--- config.mk ---
export PLATFORM = sky130hd
export DESIGN_NAME = ram_arbiter
export DESIGN_NICKNAME = d
export VERILOG_FILES = /design/src/rtl/ram_arbiter_pkg.sv /design/src/rtl/ram_arbiter_arb_pick.sv /design/src/rtl/ram_arbiter.sv
export SDC_FILE = /design/constraint.sdc
export NUM_CORES = 1
export LEC_CHECK = 0
export ABC_AREA = 0
export BUFFER_PORTS_ARGS = -buffer_cell sky130_fd_sc_hd__buf_2
export CAP_MARGIN = 20
export CORE_ASPECT_RATIO = 1.2
export CORE_MARGIN = 4
export CORE_UTILIZATION = 50
export DETAILED_ROUTE_END_ITERATION = 10
export PLACE_DENSITY = 0.85
export SLEW_MARGIN = 15
export SYNTH_ARGS = -nofsm -noshare
export SYNTH_HDL_FRONTEND = slang
export SYNTH_HIERARCHICAL = 1
export SYNTH_SLANG_ARGS = --single-unit
--- constraint.sdc ---
create_clock -name clk -period 5 [get_ports clk]
set_input_delay 0.5 -clock clk [delete_from_list [all_inputs] [get_ports clk]]
set_output_delay 0.5 -clock clk [all_outputs]
set_load 0.05 [all_outputs]
--- src/rtl/ram_arbiter_pkg.sv ---
// Shared types for the instruction/data RAM arbiter.
package ram_arbiter_pkg;

  // Width of the per-port starvation counters (limit range 1..15).
  localparam int STARVE_W = 4;

  // Requester identity; also the encoding of the last-grant register.
  typedef enum logic {
    PORT_INSTR = 1'b0,
    PORT_DATA  = 1'b1
  } port_t;

  // One registered RAM command.
  typedef struct packed {
    logic [31:0] addr;
    logic [3:0]  mask;
    logic [31:0] wdata;
    port_t       port;
  } ram_cmd_t;

endpackage

--- src/rtl/ram_arbiter_arb_pick.sv ---
// Combinational winner select between the fetch and load/store requesters.
// grant_out is one-hot: bit 0 = instruction port, bit 1 = data port.
module arb_pick
  import ram_arbiter_pkg::*;
#(
  parameter int DATA_PRIORITY = 1,
  parameter int MAX_STARVE    = 4
) (
  input  logic [1:0]          valid_in,
  input  port_t               last_grant_in,
  input  logic [STARVE_W-1:0] instr_starve_in,
  input  logic [STARVE_W-1:0] data_starve_in,
  output logic [1:0]          grant_out
);

  localparam logic [STARVE_W-1:0] MAX_S = STARVE_W'(MAX_STARVE);

  logic w_default_data;
  logic w_loser_starved;

  // Pick the normal winner, then let a starved loser override it.
  always_comb begin
    w_default_data  = (DATA_PRIORITY != 0) ? 1'b1 : (last_grant_in == PORT_INSTR);
    w_loser_starved = w_default_data ? (instr_starve_in == MAX_S)
                                     : (data_starve_in == MAX_S);
    grant_out = valid_in;
    if (&valid_in) begin
      grant_out = (w_default_data ^ w_loser_starved) ? 2'b10 : 2'b01;
    end
  end

endmodule

--- src/rtl/ram_arbiter.sv ---
// Shares a single-port word RAM between instruction fetch and load/store.
// Accept in cycle N, command to the RAM in N+1 (RAM acts on negedge),
// response registered back to the granted port for cycle N+2.
module ram_arbiter
  import ram_arbiter_pkg::*;
#(
  parameter int DATA_PRIORITY = 1,
  parameter int MAX_STARVE    = 4
) (
  input  logic        clk,
  input  logic        reset_n,
  input  logic        instr_valid_in,
  output logic        instr_ready_out,
  input  logic [31:0] instr_address_in,
  output logic        instr_resp_valid_out,
  output logic [31:0] instr_read_value_out,
  input  logic        data_valid_in,
  output logic        data_ready_out,
  input  logic [31:0] data_address_in,
  input  logic [3:0]  data_write_mask_in,
  input  logic [31:0] data_write_value_in,
  output logic        data_resp_valid_out,
  output logic [31:0] data_read_value_out,
  output logic [31:0] ram_address_out,
  output logic [3:0]  ram_write_mask_out,
  output logic [31:0] ram_write_value_out,
  input  logic [31:0] ram_read_value_in
);

  localparam logic [STARVE_W-1:0] MAX_S = STARVE_W'(MAX_STARVE);

  logic [1:0]                w_valid;
  logic [1:0]                w_grant;
  logic                      w_contested;
  logic [1:0][STARVE_W-1:0]  w_starve;
  logic [1:0]                w_resp_valid;
  logic [1:0][31:0]          w_read_value;

  port_t    r_last_grant;
  ram_cmd_t r_cmd;
  logic     r_cmd_valid;

  assign w_valid     = {data_valid_in, instr_valid_in};
  assign w_contested = &w_valid;

  arb_pick #(
    .DATA_PRIORITY (DATA_PRIORITY),
    .MAX_STARVE    (MAX_STARVE)
  ) u_arb_pick (
    .valid_in        (w_valid),
    .last_grant_in   (r_last_grant),
    .instr_starve_in (w_starve[0]),
    .data_starve_in  (w_starve[1]),
    .grant_out       (w_grant)
  );

  // Remember the most recent grant for round-robin fairness.
  always_ff @(posedge clk or negedge reset_n) begin
    if (!reset_n) begin
      r_last_grant <= PORT_INSTR;
    end else if (|w_grant) begin
      r_last_grant <= w_grant[1] ? PORT_DATA : PORT_INSTR;
    end
  end

  // Register the winner's request as the next RAM command; fetches never write.
  always_ff @(posedge clk or negedge reset_n) begin
    if (!reset_n) begin
      r_cmd       <= '0;
      r_cmd_valid <= 1'b0;
    end else if (w_grant[1]) begin
      r_cmd       <= '{addr: data_address_in, mask: data_write_mask_in,
                       wdata: data_write_value_in, port: PORT_DATA};
      r_cmd_valid <= 1'b1;
    end else if (w_grant[0]) begin
      r_cmd       <= '{addr: instr_address_in, mask: 4'b0000,
                       wdata: 32'h0, port: PORT_INSTR};
      r_cmd_valid <= 1'b1;
    end else begin
      r_cmd.mask  <= 4'b0000;
      r_cmd_valid <= 1'b0;
    end
  end

  // Per-port starvation counter and response registers.
  genvar gi;
  generate
    for (gi = 0; gi < 2; gi++) begin : g_port
      localparam port_t PORT = (gi == 1) ? PORT_DATA : PORT_INSTR;

      logic [STARVE_W-1:0] r_starve;
      logic                r_resp_valid;
      logic [31:0]         r_read_value;

      // Count consecutive contested losses (saturating); a win clears it.
      always_ff @(posedge clk or negedge reset_n) begin
        if (!reset_n) begin
          r_starve <= '0;
        end else if (w_grant[gi]) begin
          r_starve <= '0;
        end else if (w_contested && (r_starve != MAX_S)) begin
          r_starve <= r_starve + 1'b1;
        end
      end

      // Capture RAM read data for this port; the value holds between responses.
      always_ff @(posedge clk or negedge reset_n) begin
        if (!reset_n) begin
          r_resp_valid <= 1'b0;
          r_read_value <= '0;
        end else begin
          r_resp_valid <= r_cmd_valid && (r_cmd.port == PORT);
          if (r_cmd_valid && (r_cmd.port == PORT)) begin
            r_read_value <= ram_read_value_in;
          end
        end
      end

      assign w_starve[gi]     = r_starve;
      assign w_resp_valid[gi] = r_resp_valid;
      assign w_read_value[gi] = r_read_value;
    end
  endgenerate

  assign instr_ready_out      = w_grant[0];
  assign data_ready_out       = w_grant[1];
  assign instr_resp_valid_out = w_resp_valid[0];
  assign instr_read_value_out = w_read_value[0];
  assign data_resp_valid_out  = w_resp_valid[1];
  assign data_read_value_out  = w_read_value[1];

  // Idle cycles must never present a write to the RAM.
  assign ram_address_out     = r_cmd.addr;
  assign ram_write_mask_out  = r_cmd_valid ? r_cmd.mask : 4'b0000;
  assign ram_write_value_out = r_cmd.wdata;

endmodule

Word level (Yosys, flattened, before mapping)
Index checks and enable logic that the tools add are counted.

Register bits: 140. Logic and storage cells: 30.

Add/sub/neg operators: 1. Equality and inequality tests: 2. Muxes and demuxes: 10. Bitwise operators: 1. Reduce and logical (&&, ||, !) cells: 6.

Operators with widths (number): $mux 69 (1); $mux 33 (1); $mux 32 (1); $mux 4 (3); $add 4x1->4 const B (1); $eq 4x3->1 const B (1); $mux 2 (2); $ne 4x3->1 const B (1); $reduce_bool 2->1 (2); $logic_and 1x1->1 (3); $mux 1 (2); $reduce_and 2->1 (1); $not 1->1 (1).

Depth between registers and ports, before layout
Word-level depth: 5. Gate-level depth with buffers: 7.

By module
Netlist, hierarchy kept.

Modules (own cells, without submodules): ram_arbiter (instances 1, cells an instance 482, area an instance 6364.9 um^2, sequential area each 3603.5 um^2); arb_pick (instances 1, cells an instance 4, area an instance 26.3 um^2, sequential area each 0.0 um^2).

Least setup slack after synthesis
Ideal clock, no wire load.

Path kind: register -> register. Start: register g_port[0].r_starve[1]. End: register g_port[0].r_starve[0]. Setup time: 0.125 ns. Data arrival time: 2.618 ns. Path slack: 2.257 ns. Stages on the path, launching flop included: 7. Clock period less this slack: 2.743 ns. Cells stage by stage: dfrtp_1 > or4b_1 > a21oi_1 > buf_4 > buf_6 > nor2_1 > mux2_2.

Word-level cells in the longest chain between the ends: 4. Elaborated cells on any way between the ends: 7.

Ends and longest elaborated chain: start, declared (RTL line ram_arbiter.sv:91) `logic [STARVE_W-1:0] r_starve;`; start signal, assigned (RTL line ram_arbiter.sv:102) `r_starve <= r_starve + 1'b1;`; $eq 4x3->1 (*) (RTL line ram_arbiter_arb_pick.sv:24) `w_loser_starved = w_default_data ? (instr_starve_in == MAX_S)`; $mux 2 (*) (RTL line ram_arbiter_arb_pick.sv:28) `grant_out = (w_default_data ^ w_loser_starved) ? 2'b10 : 2'b01;`; $mux 2 (*) (RTL line ram_arbiter_arb_pick.sv:27) `if (&valid_in) begin`; via instr_ready_out (RTL line ram_arbiter.sv:13) `output logic instr_ready_out,`; $mux 4 / $reduce_bool 2->1 (equally long branches).

Mark *: on every way through the listed nets, which the timed path passes. The rest lies on a longest branch. A chain may end at the register's enable or synchronous reset.

Final worst setup path
Start: register g_port[0].r_starve[3]. End: output instr_ready_out.

Word-level cells in the longest chain between the ends: 3.

Ends and longest elaborated chain (RTL line): $eq 4x3->1 (ram_arbiter_arb_pick.sv:24); $mux 2 (ram_arbiter_arb_pick.sv:28); $mux 2 (ram_arbiter_arb_pick.sv:27); end, declared (ram_arbiter.sv:13).

No other way between the ends.

==> qor.txt <==
post-route ant nets: 0
outcome: finished clean
Max Freq: 314 MHz
Max Buffers Root-to-Sink: 2
Rows: 44
setup violators final: 0
dpl ws: 1.92 ns
Crit path arrival time: 2.69 ns
Slew HR: 0.322
Setup crit start kind: flop
final worst slack: 1.81 ns
worst-path fanout max: 27
global route overflow: 0
Crit path largest cell delay: 0.83 ns
maxcap violations: 0
Hold Path Class: in -> async
Setup Skew: 0.0141 ns
die width: 109 um
antenna violations before repair: 4
Via density: 5.03
Hold Buf Count CTS: 0
Net Sw Frac: 0.372
Syn Area/Cell: 13.3 um^2
Post-layout nets: 805
WP buf/inv: 1
post-CTS sizing: 0
DIE AREA: 0.0142 mm^2
Worst EP required: 4.50 ns
per-cell routed wire length: 17.2 um
die height: 130 um
vias after detailed routing: 4235
global-route wire length before repair: 21.8 mm
share of layout cells above drive strength 1: 0.561
pwr dens: 515 mW/mm^2
Synth Cell Area: 0.00616 mm^2
final wirelength: 14.5 mm
DRC: 0
setup TNS: 0 ns
Final Max Slew Viols: 0
worst-margin pin slew: 1.01 ns
Pleak: 3.99 nW
CTS Buf Count: 17
Tot GR Track Use: 0.199
worst ir drop on vdd: 0.297 mV
Synth Warn #: 6
initial DRC count: 157
Sw Pwr: 1.48 mW
Area Overhead vs Synth: 25.4%
CTS tree: built
Worst-Skew Late Latency: 0.40 ns
H-tree depth: 4
Mapped Nets: 601
Reg power frac: 0.360
critical path class: reg -> out
most frequent cells in the layout: buf_2, dfrtp_1, mux2_2
Worst-path clk slew: 0.06 ns
part of the power in combinational logic: 0.319
largest net degree at the start of global routing: 104
vias in the first global route: 4262
critical path's top delay family: compound AO/OA/AOI/OAI gates
Filler Cell Count: 955
clock sink count: 140
Synth Instances: 463
Post-CTS Setup Repair Bufs: 0
Fin. Hold Viols: 0
gpl congestion: 0.799
Port Buffer Count: 271
Final period util: 0.638
Core Area: 0.0121 mm^2
DR pass1 iterations: 4
CP max-delay cell: a21oi_4
crit path cell chain: or4b_1 > a21oi_4 > buf_2
RSZ-0062 raised after global routing: false
register area: 0.00350 mm^2
multi-input logic area: 0.00196 mm^2
initial core utilization: 0.509
Critical Path End Type: output port
total internal power: 2.50 mW
min cycle time layout: 3.19 ns
Ports: 272
clock root buffer: clkbuf_16
most common cell after layout, fill and taps aside: buf_2
clock share of power: 0.321
Post-DP HPWL: 10.7 mm
layout make-up:
cell class / instances / area share
sequential: 140 / 0.453
multi-input combinational: 225 / 0.254
timing repair buffer: 275 / 0.183
clock buffer: 19 / 0.0586
tap: 161 / 0.0261
clock inverter: 12 / 0.0210
inverter: 8 / 0.00388
antenna: 2 / 0.000647
power groups by stage:
stage	Clock, mW	Sequential (mW)	Combinational [mW]
floorplan	0	1.86	0.603
global placement	0	1.43	1.25
detailed placement	0	1.45	1.27
CTS	1.31	1.43	1.28
global route	1.36	1.45	1.33
finish	1.28	1.44	1.27
final timing paths:
path / cells after the start / slack (ns) / to / start
min in group clk: 3 / 0.30 / ram_address_out[4] / data_address_in[4]
worst max register to register: 5 / 2.12 / ram_write_value_out[29] / g_port[0].r_starve[3]
max in group asynchronous: 2 / 3.63 / instr_read_value_out[31] / reset_n
worst min register to register: 1 / 0.49 / ram_write_value_out[3] / ram_write_value_out[3]
worst max-delay path: 3 / 1.81 / instr_ready_out / g_port[0].r_starve[3]
worst min-delay path: 1 / 0.11 / instr_read_value_out[3] / reset_n
layer usage:
layer,GRT usage,part of all wire,up-vias
met2,0.342,0.51,206
met3,0.0708,0.091,16
met4,0.0572,0.010,4
met1,0.236,0.39,2059
li1,-,-,1950
met5,0,0.0014,-
metrics by stage:
| step | hold WS, ns | utilization | instance area, um^2 | cells | power (mW) |
|---|---|---|---|---|---|
| after CTS | 0.133 | 0.635 | 7690 | 839 | 4.02 |
| after detailed placement | 0.480 | 0.585 | 7080 | 808 | 2.72 |
| after global placement | 0.478 | 0.585 | 7080 | 808 | 2.68 |
| final | 0.110 | 0.638 | 7730 | 842 | 3.98 |
| after global routing | 0.164 | 0.638 | 7730 | 842 | 4.15 |
| after floorplan | 0.204 | - | 6160 | 463 | 2.46 |
registers in the layout, indices dropped and copies added, names as in the netlist:
signal	count
r_last_grant	1
g_port.r_starve	4
ram_write_value_out	32
r_cmd	4
instr_resp_valid_out	1
data_resp_valid_out	1
data_read_value_out	32
instr_read_value_out	32
r_cmd_valid	1
ram_address_out	32
Power figures use the tool's default switching activity.
